<file path="src/rtl/id_ex_pipe_reg.sv">
// ID/EX pipeline register with valid/ready handshake, one-entry skid buffer,
// synchronous flush, control bubbling and a saturating stall-cycle counter.
module id_ex_pipe_reg #(
  parameter int unsigned XLEN       = 32,
  parameter int unsigned REG_AW     = 5,
  parameter int unsigned EX_CTRL_W  = 6,
  parameter int unsigned MEM_CTRL_W = 4,
  parameter int unsigned WB_CTRL_W  = 2,
  parameter int unsigned CNT_W      = 16
) (
  input  logic                  clk,
  input  logic                  rst,
  input  logic                  flush,
  input  logic                  in_valid,
  output logic                  in_ready,
  input  logic [XLEN-1:0]       in_rs_data,
  input  logic [XLEN-1:0]       in_rt_data,
  input  logic [XLEN-1:0]       in_imm,
  input  logic [REG_AW-1:0]     in_rt,
  input  logic [REG_AW-1:0]     in_rd,
  input  logic [EX_CTRL_W-1:0]  in_ex_ctrl,
  input  logic [MEM_CTRL_W-1:0] in_mem_ctrl,
  input  logic [WB_CTRL_W-1:0]  in_wb_ctrl,
  input  logic [XLEN-1:0]       in_pc,
  output logic                  out_valid,
  input  logic                  out_ready,
  output logic [XLEN-1:0]       out_rs_data,
  output logic [XLEN-1:0]       out_rt_data,
  output logic [XLEN-1:0]       out_imm,
  output logic [REG_AW-1:0]     out_rt,
  output logic [REG_AW-1:0]     out_rd,
  output logic [EX_CTRL_W-1:0]  out_ex_ctrl,
  output logic [MEM_CTRL_W-1:0] out_mem_ctrl,
  output logic [WB_CTRL_W-1:0]  out_wb_ctrl,
  output logic [XLEN-1:0]       out_pc,
  output logic [1:0]            occupancy,
  output logic [CNT_W-1:0]      stall_cnt
);

  localparam int unsigned PW = 4 * XLEN + 2 * REG_AW + EX_CTRL_W + MEM_CTRL_W + WB_CTRL_W;

  logic [PW-1:0]         in_bus;
  logic [PW-1:0]         main_q;
  logic [PW-1:0]         skid_q;
  logic                  main_valid_q;
  logic                  skid_valid_q;
  logic [CNT_W-1:0]      stall_cnt_q;
  logic                  accept;
  logic [EX_CTRL_W-1:0]  ex_raw;
  logic [MEM_CTRL_W-1:0] mem_raw;
  logic [WB_CTRL_W-1:0]  wb_raw;

  assign in_bus = {in_rs_data, in_rt_data, in_imm, in_pc, in_rt, in_rd,
                   in_ex_ctrl, in_mem_ctrl, in_wb_ctrl};

  // in_ready comes straight from a flop, so it never depends on out_ready.
  assign in_ready = ~skid_valid_q;
  assign accept   = in_valid & in_ready;

  always_ff @(posedge clk) begin
    if (rst) begin
      main_q       <= '0;
      skid_q       <= '0;
      main_valid_q <= 1'b0;
      skid_valid_q <= 1'b0;
      stall_cnt_q  <= '0;
    end else begin
      if (main_valid_q && !out_ready && (stall_cnt_q != {CNT_W{1'b1}})) begin
        stall_cnt_q <= stall_cnt_q + {{(CNT_W-1){1'b0}}, 1'b1};
      end
      if (flush) begin
        // Payload is left in place; only the valid bits are squashed.
        main_valid_q <= 1'b0;
        skid_valid_q <= 1'b0;
      end else if (!main_valid_q || out_ready) begin
        if (skid_valid_q) begin
          main_q       <= skid_q;
          main_valid_q <= 1'b1;
          if (accept) begin
            skid_q <= in_bus;
          end
          skid_valid_q <= accept;
        end else begin
          if (accept) begin
            main_q <= in_bus;
          end
          main_valid_q <= accept;
        end
      end else if (accept) begin
        skid_q       <= in_bus;
        skid_valid_q <= 1'b1;
      end
    end
  end

  assign {out_rs_data, out_rt_data, out_imm, out_pc, out_rt, out_rd,
          ex_raw, mem_raw, wb_raw} = main_q;

  // Invalid entries present as bubbles: control groups read as zero.
  assign out_ex_ctrl  = main_valid_q ? ex_raw  : '0;
  assign out_mem_ctrl = main_valid_q ? mem_raw : '0;
  assign out_wb_ctrl  = main_valid_q ? wb_raw  : '0;

  assign out_valid = main_valid_q;
  assign occupancy = {1'b0, main_valid_q} + {1'b0, skid_valid_q};
  assign stall_cnt = stall_cnt_q;

endmodule

</file>
<file path="config.mk">
export PLATFORM = sky130hd
export DESIGN_NAME = id_ex_pipe_reg
export DESIGN_NICKNAME = d
export VERILOG_FILES = /design/src/rtl/id_ex_pipe_reg.sv
export SDC_FILE = /design/constraint.sdc
export NUM_CORES = 1
export LEC_CHECK = 0
export ABC_AREA = 1
export CAP_MARGIN = 10
export CORE_ASPECT_RATIO = 1.1
export CORE_MARGIN = 2
export CORE_UTILIZATION = 40
export CTS_CLUSTER_SIZE = 8
export DETAILED_ROUTE_END_ITERATION = 8
export PLACE_DENSITY_LB_ADDON = 0.3
export SLEW_MARGIN = 25
export SYNTH_ARGS = -nofsm -noshare
export SYNTH_HDL_FRONTEND = slang
export SYNTH_SLANG_ARGS = --single-unit
</file>
<file path="constraint.sdc">
create_clock -name clk -period 1.7 [get_ports clk]
set_input_delay 0.34 -clock clk [delete_from_list [all_inputs] [get_ports clk]]
set_output_delay 0.34 -clock clk [all_outputs]
set_load 0.02 [all_outputs]
</file>
==> impl_metrics.json, run 1 <==
{
  "status": "finished with violations",
  "violations": "setup timing",
  "critPathLaunch": "out_valid$_SDFFE_PP0N_",
  "top_level_ports": 325,
  "ys.flop_type": "dfxtp_1",
  "port_buffers": 324,
  "grt_overflow": 0,
  "worst_pin_slew_ns": 0.425,
  "drtAntennaViolNets": 0,
  "syn_to_final_growth_pct": 29.3,
  "r2r_start": "out_valid$_SDFFE_PP0N_",
  "core_area_um2": 35300,
  "clock_skew_ns": 0.0118,
  "final.setup.worst_slack_ns": -0.123,
  "place_area_um2": 17300,
  "fp.dieW_um": 185,
  "cts.sinks": 318,
  "design_area_um2": 18600,
  "start_util": 0.408,
  "dp.cells": 2675,
  "worstHoldStart": "in_rt_data[28]",
  "grt_pass1_vias": 12322,
  "fmax_mhz": 549,
  "rsz0062_at_grt": "true",
  "postSynthCellCount": 2092,
  "cts.path.max_buffers": 3,
  "first_pass_iters": 5,
  "crit_required_ns": 1.36,
  "synth_fp_nets": 2249,
  "ys_warn_count": 0,
  "synthTopCellsByCount": "451 x nand2_1, 318 x dfxtp_1, 313 x o21ai_0, 301 x nor2_1, 201 x inv_1",
  "ys_async_sr_fraction": 0,
  "synth_cell_types": 21,
  "setup_tns_ns": -0.296,
  "finalPower_w": 0.0180,
  "ctsHoldBuffers": 0,
  "worstSetupPathType": "flop to output port",
  "synth_area_leaders": "dfxtp_1 44%, nand2_1 12%, o21ai_0 11%",
  "peakVddDrop_uv": 681,
  "rows": 72,
  "dieArea_um2": 37600,
  "gr-usage-all-layers": 0.201,
  "drive_above_1_share": 0.0748,
  "clk_pin_slew_ns": 0.05,
  "start_kind": "flop",
  "gp_congestion": 0.876,
  "holdWs_ns": 0.378,
  "routed_wl_mm": 40.0,
  "rrSetupSlack_ns": 0.04,
  "grt_pass1_wl_mm": 61.6,
  "setup_viol": 8,
  "ys_ff_latch": 318,
  "cp.arrival_ns": 1.48,
  "finalHoldViolations": 0,
  "hpwl_mm": 24.2,
  "clk_latency_ns": 0.53,
  "vias": 13169,
  "synth_top_cell_area_share": 0.442,
  "endpoint_kind": "output port",
  "fin_crit_ns": 1.82,
  "grt_max_degree": 134,
  "finalNonFillerCells": 2743,
  "synth_top_area_cell": "dfxtp_1",
  "fillers": 3460,
  "pwr_density_cell_nw_per_um2": 964,
  "drt_iter0_markers": 636,
  "avgSynthCellArea_um2": 6.89,
  "synth.most_common_cell": "nand2_1",
  "drv_slew": 0,
  "drv_cap": 0,
  "vias_per_cell": 4.80,
  "synth-edff-count": 0,
  "fin_crit_sh": 1.07,
  "finalNetCount": 2413,
  "htree_levels": 2,
  "yosysSeqAreaShare": 0.442,
  "worstPathMaxFanout": 3,
  "hold_path.class": "input pin to flop",
  "cts_tree": "done",
  "slew_headroom": 0.717,
  "synth.cell_area_um2": 14400,
  "root_buffer": "clkbuf_16",
  "p_leak_nw": 8.37,
  "cts-buffers-inserted": 45,
  "wl_per_cell_um": 14.6,
  "drcViolationCount": 0,
  "antenna_found_initial": 3,
  "die_h_um": 203
}
state kept, by name, summed over array words and instances (netlist names):
name	count
stall_cnt	16
out_valid	1
skid_q	150
main_q	150
skid_valid_q	1
worst max-delay path, stage by stage, from the launching register on:
cell and delay [ns]:
dfxtp_4 0.36, buf_6 0.12, buf_6 0.11, ha_4 0.25
buf_6 0.11
routing by layer:
metal  share of wire  vias up  global-route usage  wire length [µm]
li1                -     6728                   -                 -
met1            0.43     5993               0.244             17300
met2            0.47      367               0.340             18800
met3           0.065       81              0.0479              2610
met4           0.032        0              0.0828              1290
met5               0        -                   0                 0
final timing paths:
check,end,depth (start not counted)
worst max-delay path,occupancy[0],4
worst min-delay path,skid_q[114]$_SDFFE_PP0P_,3
worst max register to register,main_q[97]$_SDFFE_PP0P_,8
worst min register to register,main_q[126]$_SDFFE_PP0P_,2
cells in the final DEF, fill, tap and decap left out, drive strengths merged:
cell           instances
a21oi                185
and2                   1
buf                   78
clkbuf                56
clkdlybuf4s15          8
clkdlybuf4s50        154
dfxtp                318
diode                  3
dlygate4sd2          143
ha                     2
inv                  206
nand2                451
nand3                 16
nand4                  9
nor2                 301
nor3                   3
o21ai                328
kinds of logic after synthesis:
group                    after synthesis  synth area share
flip-flops                           318             0.442
AND/OR/NAND/NOR                      781             0.209
AO/OA/AOI/OAI                        513             0.178
buffers and inverters                478             0.169
adder cells (fa/ha/maj)                2           0.00174
report_power, final:
group          switching [W]  internal [W]  total [W]
clock                0.00304       0.00482    0.00786
combinational        0.00118      0.000965    0.00215
sequential          0.000168       0.00778    0.00795
total                0.00439        0.0136     0.0180
final cells by class:
type                    count  area (µm²)  area share
diodes                      3        7.51    0.000403
clock buffers              49        1180      0.0635
clock inverters             1        8.76    0.000470
inverters                 205         785      0.0421
multi-input cells        1296        5680       0.305
flip-flops and latches    318        6370       0.342
well taps                 481         602      0.0323
repair buffers            390        3990       0.214
metrics by stage:
stage / worst slack, ns / utilization
2_1_floorplan: 0.0792 / -
3_5_place_dp: -0.387 / 0.489
5_1_grt: -0.165 / 0.527
3_3_place_gp: -0.364 / 0.489
6_report: -0.123 / 0.527
4_1_cts: -0.157 / 0.523
what timing repair did:
action	CTS	global route
setup endpoints to repair	184	167
endpoints found under the hold margin	0	0
resized for setup	269	29
setup buffers	4	4
cloned	2	5
(Power assumes the default switching activity.)
==> run 2: changes to the inputs <==
- SKIP_LAST_GASP: default -> 1
==> impl_metrics.json, run 2 (synthesis gave the netlist of run 1 again) <==
{
  "status": "finished with violations",
  "violations": "setup timing",
  "cts_tree": "done",
  "drt_iter0_markers": 670,
  "drv_cap": 0,
  "finalHoldViolations": 0,
  "htree_levels": 2,
  "fp.dieW_um": 185,
  "start_kind": "flop",
  "cp.arrival_ns": 1.48,
  "cts.path.max_buffers": 3,
  "dp.cells": 2675,
  "dieArea_um2": 37600,
  "min_to": "skid_q[114]$_SDFFE_PP0P_",
  "setup_tns_ns": -0.334,
  "grt_max_degree": 134,
  "grt_pass1_vias": 12317,
  "finalNonFillerCells": 2742,
  "gr-usage-all-layers": 0.201,
  "r2r_cells": 10,
  "slew_headroom": 0.723,
  "cts.sinks": 318,
  "final.setup.worst_slack_ns": -0.123,
  "hpwl_mm": 24.2,
  "antenna_found_initial": 3,
  "setup_viol": 7,
  "fin_crit_ns": 1.82,
  "vias_per_cell": 4.82,
  "crit_required_ns": 1.36,
  "grt_pass1_wl_mm": 61.6,
  "p_leak_nw": 8.39,
  "endpoint_kind": "output port",
  "worstHoldStart": "in_rt_data[28]",
  "vias": 13222,
  "routed_wl_mm": 40.2,
  "final_common_cell": "nand2_1",
  "gp_congestion": 0.876,
  "pwr_density_cell_nw_per_um2": 964,
  "clock_skew_ns": 0.0125,
  "drv_slew": 0,
  "drive_above_1_share": 0.0740,
  "cts-buffers-inserted": 45,
  "clk_latency_ns": 0.53,
  "worstPathMaxFanout": 3,
  "top_level_ports": 325,
  "worst_pin_slew_ns": 0.416,
  "finalNetCount": 2412,
  "syn_to_final_growth_pct": 29.3,
  "worstSetupPathType": "flop to output port",
  "start_util": 0.408,
  "fmax_mhz": 548,
  "drtAntennaViolNets": 0,
  "r2r_end": "stall_cnt[5]$_SDFFE_PP0P_",
  "whs_path_depth": 3,
  "clk_pin_slew_ns": 0.05,
  "hold_path.class": "input pin to flop",
  "peakVddDrop_uv": 682,
  "root_buffer": "clkbuf_16",
  "die_h_um": 203,
  "ctsHoldBuffers": 0,
  "fin_crit_sh": 1.07,
  "core_area_um2": 35300,
  "wl_per_cell_um": 14.6,
  "holdWs_ns": 0.379,
  "rows": 72,
  "layout_common_cells": "442 x nand2_1, 316 x dfxtp_1, 313 x o21ai_0",
  "port_buffers": 324,
  "r2r_start": "out_valid$_SDFFE_PP0N_",
  "rsz0062_at_grt": "true",
  "drcViolationCount": 0,
  "grt_overflow": 0,
  "first_pass_iters": 5,
  "rrSetupSlack_ns": 0.09
}
## run 2: power by group
group / leakage (nW) / switching [W] / internal (W)
combinational: 5.21 / 0.00118 / 0.000967
clock: 0.586 / 0.00304 / 0.00482
sequential: 2.60 / 0.000169 / 0.00778
total: 8.39 / 0.00440 / 0.0136
## run 2: critical path, cell delays in order, from the launching register on
cell	delay [ns]
dfxtp_4	0.36
buf_6	0.12
buf_6	0.11
ha_4	0.25
buf_6	0.11
## run 2: worst max path at each step
stage / from / end / slack (ns)
floorplan: stall_cnt[1]$_SDFFE_PP0P_ / stall_cnt[13]$_SDFFE_PP0P_ / 0.08
global placement: out_ready / main_q[22]$_SDFFE_PP0P_ / -0.36
detailed placement: out_ready / main_q[51]$_SDFFE_PP0P_ / -0.39
CTS: out_valid$_SDFFE_PP0N_ / out_ex_ctrl[3] / -0.20
global route: out_valid$_SDFFE_PP0N_ / occupancy[0] / -0.16
finish: out_valid$_SDFFE_PP0N_ / occupancy[0] / -0.12
## run 2: area by class of cell
class | count | area [µm²]
repair buffers | 389 | 3990
inverters | 205 | 785
flip-flops and latches | 318 | 6370
multi-input cells | 1296 | 5690
well taps | 481 | 602
clock buffers | 49 | 1180
diodes | 3 | 7.51
fillers | 3456 | 16700
clock inverters | 1 | 8.76
## run 2: what timing repair did
item | in CTS | in global routing
endpoints found under the setup margin | 184 | 203
pin swaps | 0 | 0
setup buffers | 4 | 3
gates cloned | 2 | 5
resized for setup | 244 | 44
## run 2: routing by layer
layer / vias to the layer above / share of wire / track usage
li1: 6720 / - / -
met1: 6041 / 0.43 / 0.244
met2: 381 / 0.47 / 0.339
met3: 80 / 0.066 / 0.0477
met4: 0 / 0.030 / 0.0828
met5: - / 0 / 0
## run 2: stage by stage
step                setup WS (ns)  total power, W  cell area, µm²   util
finish                     -0.123          0.0180           18600  0.528
floorplan                  0.0792         0.00944           14400      -
global route               -0.163          0.0187           18600  0.528
global placement           -0.364          0.0103           17300  0.489
detailed placement         -0.387          0.0103           17300  0.489
CTS                        -0.198          0.0181           18400  0.521
